--- src/rtl/fir_session_ctrl_if.sv ---
// Signal bundle between the host/DMA streams, the FIR datapath and fir_session_ctrl.
// master is the controller side; slave is the environment (streams plus filter).
interface fir_session_ctrl_if #(
   parameter int unsigned DATA_WIDTH = 8,
   parameter int unsigned CNT_WIDTH  = 16
);
   logic                      start;
   logic [CNT_WIDTH-1:0]      numSamples;
   logic                      abort;
   logic                      coeffValid;
   logic [DATA_WIDTH-1:0]     coeffData;
   logic                      coeffReady;
   logic                      sampleValid;
   logic [DATA_WIDTH-1:0]     sampleData;
   logic                      sampleReady;
   logic                      firLoadCoeff;
   logic [DATA_WIDTH-1:0]     firCoeffIn;
   logic                      firLoadDataFlag;
   logic [DATA_WIDTH-1:0]     firDataIn;
   logic                      firStopDataLoadFlag;
   logic [3*DATA_WIDTH-1:0]   firDataOut;
   logic                      resultValid;
   logic [3*DATA_WIDTH-1:0]   resultData;
   logic                      busy;
   logic                      done;

   modport master (
      input  start, numSamples, abort, coeffValid, coeffData, sampleValid, sampleData, firDataOut,
      output coeffReady, sampleReady, firLoadCoeff, firCoeffIn, firLoadDataFlag, firDataIn,
             firStopDataLoadFlag, resultValid, resultData, busy, done
   );

   modport slave (
      output start, numSamples, abort, coeffValid, coeffData, sampleValid, sampleData, firDataOut,
      input  coeffReady, sampleReady, firLoadCoeff, firCoeffIn, firLoadDataFlag, firDataIn,
             firStopDataLoadFlag, resultValid, resultData, busy, done
   );
endinterface

--- src/rtl/fir_session_ctrl.sv ---
// Session sequencer for one n-tap FIR: coefficient capture, coefficient burst,
// sample streaming, flush, stop and drain, with a registered result stream.
module fir_session_ctrl #(
   parameter int unsigned LENGTH     = 20,
   parameter int unsigned DATA_WIDTH = 8,
   parameter int unsigned CNT_WIDTH  = 16
) (
   input  logic               clock,
   input  logic               reset,
   fir_session_ctrl_if.master bus
);
   localparam int unsigned RES_W = 3 * DATA_WIDTH;
   localparam int unsigned PH_W  = $clog2(LENGTH + 2);
   localparam int unsigned IDX_W = (LENGTH > 1) ? $clog2(LENGTH) : 1;

   typedef enum logic [2:0] {
      S_IDLE  = 3'd0,
      S_FILL  = 3'd1,
      S_BURST = 3'd2,
      S_RUN   = 3'd3,
      S_FLUSH = 3'd4,
      S_STOP  = 3'd5,
      S_DRAIN = 3'd6
   } state_e;

   state_e                state_q, state_d;
   logic [PH_W-1:0]       ph_q, ph_d;
   logic [CNT_WIDTH-1:0]  remaining_q, remaining_d;
   logic                  unlimited_q, unlimited_d;
   logic                  abort_q, abort_d;
   logic [DATA_WIDTH-1:0] store_q [LENGTH];

   logic                  load_coeff_q, load_coeff_d;
   logic [DATA_WIDTH-1:0] coeff_in_q, coeff_in_d;
   logic                  load_data_q, load_data_d;
   logic [DATA_WIDTH-1:0] data_in_q, data_in_d;
   logic                  stop_q, stop_d;
   logic                  res_valid_q, res_valid_d;
   logic [RES_W-1:0]      res_data_q, res_data_d;
   logic                  done_q, done_d;

   logic                  coeff_ready_c, sample_ready_c;
   logic                  coeff_fire, sample_fire;
   logic [IDX_W-1:0]      rd_idx;

   assign coeff_ready_c  = (state_q == S_FILL);
   assign sample_ready_c = (state_q == S_RUN) && (unlimited_q || (remaining_q != '0));
   assign coeff_fire     = bus.coeffValid && coeff_ready_c;
   assign sample_fire    = bus.sampleValid && sample_ready_c;
   assign rd_idx         = IDX_W'(ph_d - PH_W'(1));

   // State register and all registered outputs.
   always_ff @(posedge clock or posedge reset) begin
      if (reset) begin
         state_q      <= S_IDLE;
         ph_q         <= '0;
         remaining_q  <= '0;
         unlimited_q  <= 1'b0;
         abort_q      <= 1'b0;
         for (int i = 0; i < int'(LENGTH); i++) store_q[i] <= '0;
         load_coeff_q <= 1'b0;
         coeff_in_q   <= '0;
         load_data_q  <= 1'b0;
         data_in_q    <= '0;
         stop_q       <= 1'b0;
         res_valid_q  <= 1'b0;
         res_data_q   <= '0;
         done_q       <= 1'b0;
      end else begin
         state_q      <= state_d;
         ph_q         <= ph_d;
         remaining_q  <= remaining_d;
         unlimited_q  <= unlimited_d;
         abort_q      <= abort_d;
         if (coeff_fire) store_q[ph_q[IDX_W-1:0]] <= bus.coeffData;
         load_coeff_q <= load_coeff_d;
         coeff_in_q   <= coeff_in_d;
         load_data_q  <= load_data_d;
         data_in_q    <= data_in_d;
         stop_q       <= stop_d;
         res_valid_q  <= res_valid_d;
         res_data_q   <= res_data_d;
         done_q       <= done_d;
      end
   end

   // Next-state logic; ph_q counts coefficients in FILL and cycles in BURST/FLUSH/DRAIN.
   always_comb begin
      state_d     = state_q;
      ph_d        = ph_q;
      remaining_d = remaining_q;
      unlimited_d = unlimited_q;
      abort_d     = abort_q;
      case (state_q)
         S_IDLE: begin
            abort_d = 1'b0;
            ph_d    = '0;
            if (bus.start) begin
               state_d     = S_FILL;
               remaining_d = bus.numSamples;
               unlimited_d = (bus.numSamples == '0);
            end
         end
         S_FILL: begin
            if (bus.abort) begin
               state_d = S_STOP;
               ph_d    = '0;
            end else if (coeff_fire) begin
               if (ph_q == PH_W'(LENGTH - 1)) begin
                  state_d = S_BURST;
                  ph_d    = '0;
               end else begin
                  ph_d = ph_q + PH_W'(1);
               end
            end
         end
         S_BURST: begin
            // An abort here is held until the burst ends so the filter never sees a partial load.
            if (bus.abort) abort_d = 1'b1;
            if (ph_q == PH_W'(LENGTH + 1)) begin
               ph_d    = '0;
               state_d = (abort_q || bus.abort) ? S_FLUSH : S_RUN;
            end else begin
               ph_d = ph_q + PH_W'(1);
            end
         end
         S_RUN: begin
            if (sample_fire && !unlimited_q) remaining_d = remaining_q - CNT_WIDTH'(1);
            if (bus.abort || (sample_fire && !unlimited_q && (remaining_q == CNT_WIDTH'(1)))) begin
               state_d = S_FLUSH;
               ph_d    = '0;
            end
         end
         S_FLUSH: begin
            if (ph_q == PH_W'(1)) begin
               state_d = S_STOP;
               ph_d    = '0;
            end else begin
               ph_d = ph_q + PH_W'(1);
            end
         end
         S_STOP: begin
            state_d = S_DRAIN;
            ph_d    = '0;
         end
         S_DRAIN: begin
            if (ph_q == PH_W'(1)) begin
               state_d = S_IDLE;
               ph_d    = '0;
            end else begin
               ph_d = ph_q + PH_W'(1);
            end
         end
         default: begin
            state_d     = S_IDLE;
            ph_d        = '0;
            remaining_d = '0;
            unlimited_d = 1'b0;
            abort_d     = 1'b0;
         end
      endcase
   end

   // Output values for the next cycle, decoded from the next state so they line up with it.
   always_comb begin
      load_coeff_d = 1'b0;
      coeff_in_d   = '0;
      load_data_d  = 1'b0;
      data_in_d    = data_in_q;
      stop_d       = 1'b0;
      done_d       = 1'b0;
      res_valid_d  = load_data_q;
      res_data_d   = load_data_q ? bus.firDataOut : res_data_q;
      if (sample_fire) begin
         load_data_d = 1'b1;
         data_in_d   = bus.sampleData;
      end
      case (state_d)
         S_BURST: begin
            data_in_d    = '0;
            load_coeff_d = (ph_d == '0);
            if ((ph_d != '0) && (ph_d <= PH_W'(LENGTH))) coeff_in_d = store_q[rd_idx];
         end
         S_RUN, S_FLUSH: ;
         S_STOP:  stop_d    = 1'b1;
         default: data_in_d = '0;
      endcase
      if ((state_q == S_DRAIN) && (state_d == S_IDLE)) done_d = 1'b1;
   end

   assign bus.coeffReady          = coeff_ready_c;
   assign bus.sampleReady         = sample_ready_c;
   assign bus.firLoadCoeff        = load_coeff_q;
   assign bus.firCoeffIn          = coeff_in_q;
   assign bus.firLoadDataFlag     = load_data_q;
   assign bus.firDataIn           = data_in_q;
   assign bus.firStopDataLoadFlag = stop_q;
   assign bus.resultValid         = res_valid_q;
   assign bus.resultData          = res_data_q;
   assign bus.busy                = (state_q != S_IDLE);
   assign bus.done                = done_q;
endmodule

--- src/flat_wrapper.sv ---
// flat-port wrapper written by rule: the top's interface ports become plain ports
module fir_session_ctrl_flat 
#(
   parameter int unsigned LENGTH     = 20,
   parameter int unsigned DATA_WIDTH = 8,
   parameter int unsigned CNT_WIDTH  = 16
)
  (clock, reset, bus_start, bus_numSamples, bus_abort, bus_coeffValid, bus_coeffData, bus_sampleValid, bus_sampleData, bus_firDataOut, bus_coeffReady, bus_sampleReady, bus_firLoadCoeff, bus_firCoeffIn, bus_firLoadDataFlag, bus_firDataIn, bus_firStopDataLoadFlag, bus_resultValid, bus_resultData, bus_busy, bus_done);
  fir_session_ctrl_if #(.DATA_WIDTH(DATA_WIDTH), .CNT_WIDTH(CNT_WIDTH)) bus_i ();
  input  logic clock;
  input  logic reset;
  input wire logic [$bits(bus_i.start)-1:0] bus_start;
  input wire logic [$bits(bus_i.numSamples)-1:0] bus_numSamples;
  input wire logic [$bits(bus_i.abort)-1:0] bus_abort;
  input wire logic [$bits(bus_i.coeffValid)-1:0] bus_coeffValid;
  input wire logic [$bits(bus_i.coeffData)-1:0] bus_coeffData;
  input wire logic [$bits(bus_i.sampleValid)-1:0] bus_sampleValid;
  input wire logic [$bits(bus_i.sampleData)-1:0] bus_sampleData;
  input wire logic [$bits(bus_i.firDataOut)-1:0] bus_firDataOut;
  output wire logic [$bits(bus_i.coeffReady)-1:0] bus_coeffReady;
  output wire logic [$bits(bus_i.sampleReady)-1:0] bus_sampleReady;
  output wire logic [$bits(bus_i.firLoadCoeff)-1:0] bus_firLoadCoeff;
  output wire logic [$bits(bus_i.firCoeffIn)-1:0] bus_firCoeffIn;
  output wire logic [$bits(bus_i.firLoadDataFlag)-1:0] bus_firLoadDataFlag;
  output wire logic [$bits(bus_i.firDataIn)-1:0] bus_firDataIn;
  output wire logic [$bits(bus_i.firStopDataLoadFlag)-1:0] bus_firStopDataLoadFlag;
  output wire logic [$bits(bus_i.resultValid)-1:0] bus_resultValid;
  output wire logic [$bits(bus_i.resultData)-1:0] bus_resultData;
  output wire logic [$bits(bus_i.busy)-1:0] bus_busy;
  output wire logic [$bits(bus_i.done)-1:0] bus_done;
  assign bus_i.start = bus_start;
  assign bus_i.numSamples = bus_numSamples;
  assign bus_i.abort = bus_abort;
  assign bus_i.coeffValid = bus_coeffValid;
  assign bus_i.coeffData = bus_coeffData;
  assign bus_i.sampleValid = bus_sampleValid;
  assign bus_i.sampleData = bus_sampleData;
  assign bus_i.firDataOut = bus_firDataOut;
  assign bus_coeffReady = bus_i.coeffReady;
  assign bus_sampleReady = bus_i.sampleReady;
  assign bus_firLoadCoeff = bus_i.firLoadCoeff;
  assign bus_firCoeffIn = bus_i.firCoeffIn;
  assign bus_firLoadDataFlag = bus_i.firLoadDataFlag;
  assign bus_firDataIn = bus_i.firDataIn;
  assign bus_firStopDataLoadFlag = bus_i.firStopDataLoadFlag;
  assign bus_resultValid = bus_i.resultValid;
  assign bus_resultData = bus_i.resultData;
  assign bus_busy = bus_i.busy;
  assign bus_done = bus_i.done;
  fir_session_ctrl #(.LENGTH(LENGTH), .DATA_WIDTH(DATA_WIDTH), .CNT_WIDTH(CNT_WIDTH)) u_core (.clock(clock), .reset(reset), .bus(bus_i));
endmodule
--- config.mk ---
export PLATFORM = sky130hd
export DESIGN_NAME = fir_session_ctrl_flat
export DESIGN_NICKNAME = d
export VERILOG_FILES = /design/src/rtl/fir_session_ctrl_if.sv /design/src/rtl/fir_session_ctrl.sv /design/src/flat_wrapper.sv
export SDC_FILE = /design/constraint.sdc
export NUM_CORES = 1
export LEC_CHECK = 0
export CAP_MARGIN = 0
export CORE_ASPECT_RATIO = 2
export CORE_MARGIN = 2
export CORE_UTILIZATION = 55
export CTS_CLUSTER_SIZE = 25
export DETAILED_ROUTE_END_ITERATION = 10
export PLACE_DENSITY = 0.78
export SLEW_MARGIN = 20
export SYNTH_ARGS = -nofsm -noshare
export SYNTH_HDL_FRONTEND = slang
export SYNTH_SLANG_ARGS = --single-unit
--- constraint.sdc ---
create_clock -name clock -period 8.3 [get_ports clock]
set_clock_uncertainty 0.1 [all_clocks]
set_input_delay 1.245 -clock clock [delete_from_list [all_inputs] [get_ports clock]]
set_output_delay 1.245 -clock clock [all_outputs]
set_load 0.02 [all_outputs]
==> run_results.csv <==
group,metric,value,unit
setup_path,crit_chain,"clkdlybuf4s50_1, nand3b_1, or4_1, nand2_1, o21ai_4, inv_4, ha_1, buf_4, mux4_2, mux2i_1, mux2i_1, a22o_1",
power,total_power,3.90,mW
synthesis,synthFlopType,"dfrtp_1",
grt,grt_pass1_wl,40600,microns
timing,fin_hold_ws,402,ps
finish,areaGrowthSynthToFinish,17.5,%
timing,min_period,4980,ps
power,leakage,5.95,nW
cts,clock-root-buffer,"clkbuf_16",
cts,clockBufferDepth,3,
synthesis,syn-cell-area,10900,sq um
finish,drive_above_1_share,0.301,
die,core_area,19400,sq um
cts,clk_latency,500,ps
grt,grt_pass1_vias,7448,
die,die-area,21100,sq um
cts,htreeDepth,1,
die,start_util,0.564,
timing,finalHoldViolCount,0,
synthesis,yosys_warnings,0,
cts,postCtsSetupBuffers,0,
drt,drt-total-wl,25300,microns
finish,layout_commonest_cell,"dfrtp_1",
synthesis,ys_seq_area_frac,0.529,
timing,tightest_slew,1090,ps
setup_path,cp-end-kind,"register",
cts,cts_tree,"yes",
timing,max_freq,201,MHz
cts,ctsResizeCount,0,
die,die_w,104,microns
synthesis,syn_nets,884,
setup_path,cp.arrival,5260,ps
synthesis,synth_edf_count,0,
setup_path,critPathKind,"input pin to register",
power,peakVddDrop,0.000162,V
grt,grt_max_degree,148,
drt,initialDrtViolationCount,451,
timing,relSlewSlack,0.272,
drt,vias,7049,
placement,place_congestion,0.933,
drt,first_pass_iters,7,
timing,setup_viol,0,
die,io_pins,110,
timing,post-route-period-util,0.600,
timing,rsz0062_at_grt,"false",
finish,nets,970,
setup_path,critPathRequiredTime,8590,ps
synthesis,synth_cell_types,60,
setup_path,worstPathMaxFanout,43,
drt,avgRoutedWirePerCell,21.6,microns
finish,mostFrequentLayoutCells,"dfrtp_1, mux2_2, clkdlybuf4s50_1",
timing,fin_setup_tns,0,ps
cts,clk_pin_slew,60,ps
grt,grt_usage,0.248,
finish,nFillCells,1389,
status,status,"finished, final reports clean",
finish,antenna_cells,0,
setup_path,cp_slowest_stage_delay,670,ps
placement,portBuffers,109,
min_path,hp-class,"register to register",
job,max-cap-violations,0,
timing,report.final.slew_viol_count,0,
synthesis,synth_seq_cells,231,
grt,grt_overflow,0,
setup_path,critPathLaunchType,"input pin",
drt,vias_per_cell,6.02,
die,dieHeight,203,microns
power,powerDensity,304,nW/um^2
setup_path,cpMaxStageDelayCell,"ha_1",
synthesis,avgSynthCellArea,13.4,sq um
cts,hold_buffers,0,
drt,drc,0,
synthesis,synth-async-reset-ratio,1.00,
setup_path,cpMostUsedCell,"mux2i_1",
die,fp-row-count,72,
grt,antenna_found_initial,0,
cts,numCtsBuffers,21,
synthesis,syn_inst,813,
cts,clock-sinks,231,
drt,antenna_left,0,
placement,dp_hpwl,17900,microns
-- metal layers --
layer  GRT usage  vias to the layer above  share of wire
li1            -                     3156              -
met1       0.262                     3589           0.34
met2       0.476                      229           0.57
met3      0.0297                       75          0.039
met4       0.131                        0          0.050
met5           0                        -              0
-- cells by family after synthesis --
kind of cell / share of synthesized area
AOI/OAI and AO/OA: 0.0600
xor gates and xnor gates: 0.00401
adders and majority gates: 0.0103
buffers and inverters: 0.0272
DFF: 0.529
muxes: 0.296
and+or+nand+nor: 0.0732
-- critical path, delay by kind of cell --
family	cells	cell delay, ps
adders and majority gates	1	670
muxes	3	720
buffers and inverters	3	1520
AOI/OAI and AO/OA	2	340
and+or+nand+nor	3	740
-- stage by stage --
stage / cells / worst slack [ps] / util / instance area [sq um]
final: 1170 / 3320 / 0.662 / 12800
after global routing: 1170 / 3080 / 0.662 / 12800
after CTS: 1170 / 3310 / 0.662 / 12800
after detailed placement: 1135 / 2790 / 0.627 / 12100
after global placement: 1135 / 2920 / 0.627 / 12100
after floorplan: 813 / 622 / - / 10900
-- synthesized netlist by cell type (all sizes together) (13+ instances only) --
library cell	number	area share
nor2	32	0.011
nand2	51	0.018
mux2i	25	0.023
mux4	40	0.083
inv	13	0.0047
a21oi	26	0.012
mux2	184	0.19
nor3	15	0.0069
clkbuf	41	0.014
o21ai	33	0.016
dfrtp	231	0.53
-- flip-flops by register name, summed over array words and instances, names as in the netlist --
register	count
u_core.abort_q	1
u_core.bus.done	1
u_core.bus.firCoeffIn	8
u_core.bus.firDataIn	8
u_core.bus.firLoadCoeff	1
u_core.bus.firLoadDataFlag	1
u_core.bus.firStopDataLoadFlag	1
u_core.bus.resultData	24
u_core.bus.resultValid	1
u_core.ph_q	5
u_core.remaining_q	16
u_core.state_q	3
u_core.store_q	160
u_core.unlimited_q	1
-- worst paths after layout --
kind,startpoint,depth (start not counted),slack [ps],endpoint
max,bus_sampleValid,12,3320,u_core.bus.firCoeffIn[6]$_DFF_PP0_
min,u_core.store_q[84]$_DFFE_PP0P_,1,400,u_core.store_q[84]$_DFFE_PP0P_
max reg2reg,u_core.remaining_q[11]$_DFFE_PP0P_,12,3370,u_core.bus.firCoeffIn[6]$_DFF_PP0_
min reg2reg,u_core.store_q[84]$_DFFE_PP0P_,1,400,u_core.store_q[84]$_DFFE_PP0P_
max in group asynchronous,reset,3,5470,u_core.remaining_q[6]$_DFFE_PP0P_
min in group asynchronous,reset,2,1270,u_core.bus.resultData[0]$_DFFE_PP0P_
-- power by group --
part	switching (mW)	internal [mW]	leakage, nW
clock	0.408	0.550	0.328
sequential	0.150	1.31	3.15
combinational	0.797	0.681	2.47
total	1.36	2.54	5.95
-- layout make-up --
type                       count  area [sq um]  share of cell area
clock buffer                  30           619              0.0483
clock inverter                 5          58.8             0.00458
inverter                      14          62.6             0.00488
multi-input combinational    517          4850               0.378
sequential                   231          5780               0.451
tap                          259           324              0.0253
timing repair buffer         114          1130              0.0882
Note: power is estimated with default switching activity, not from simulation.
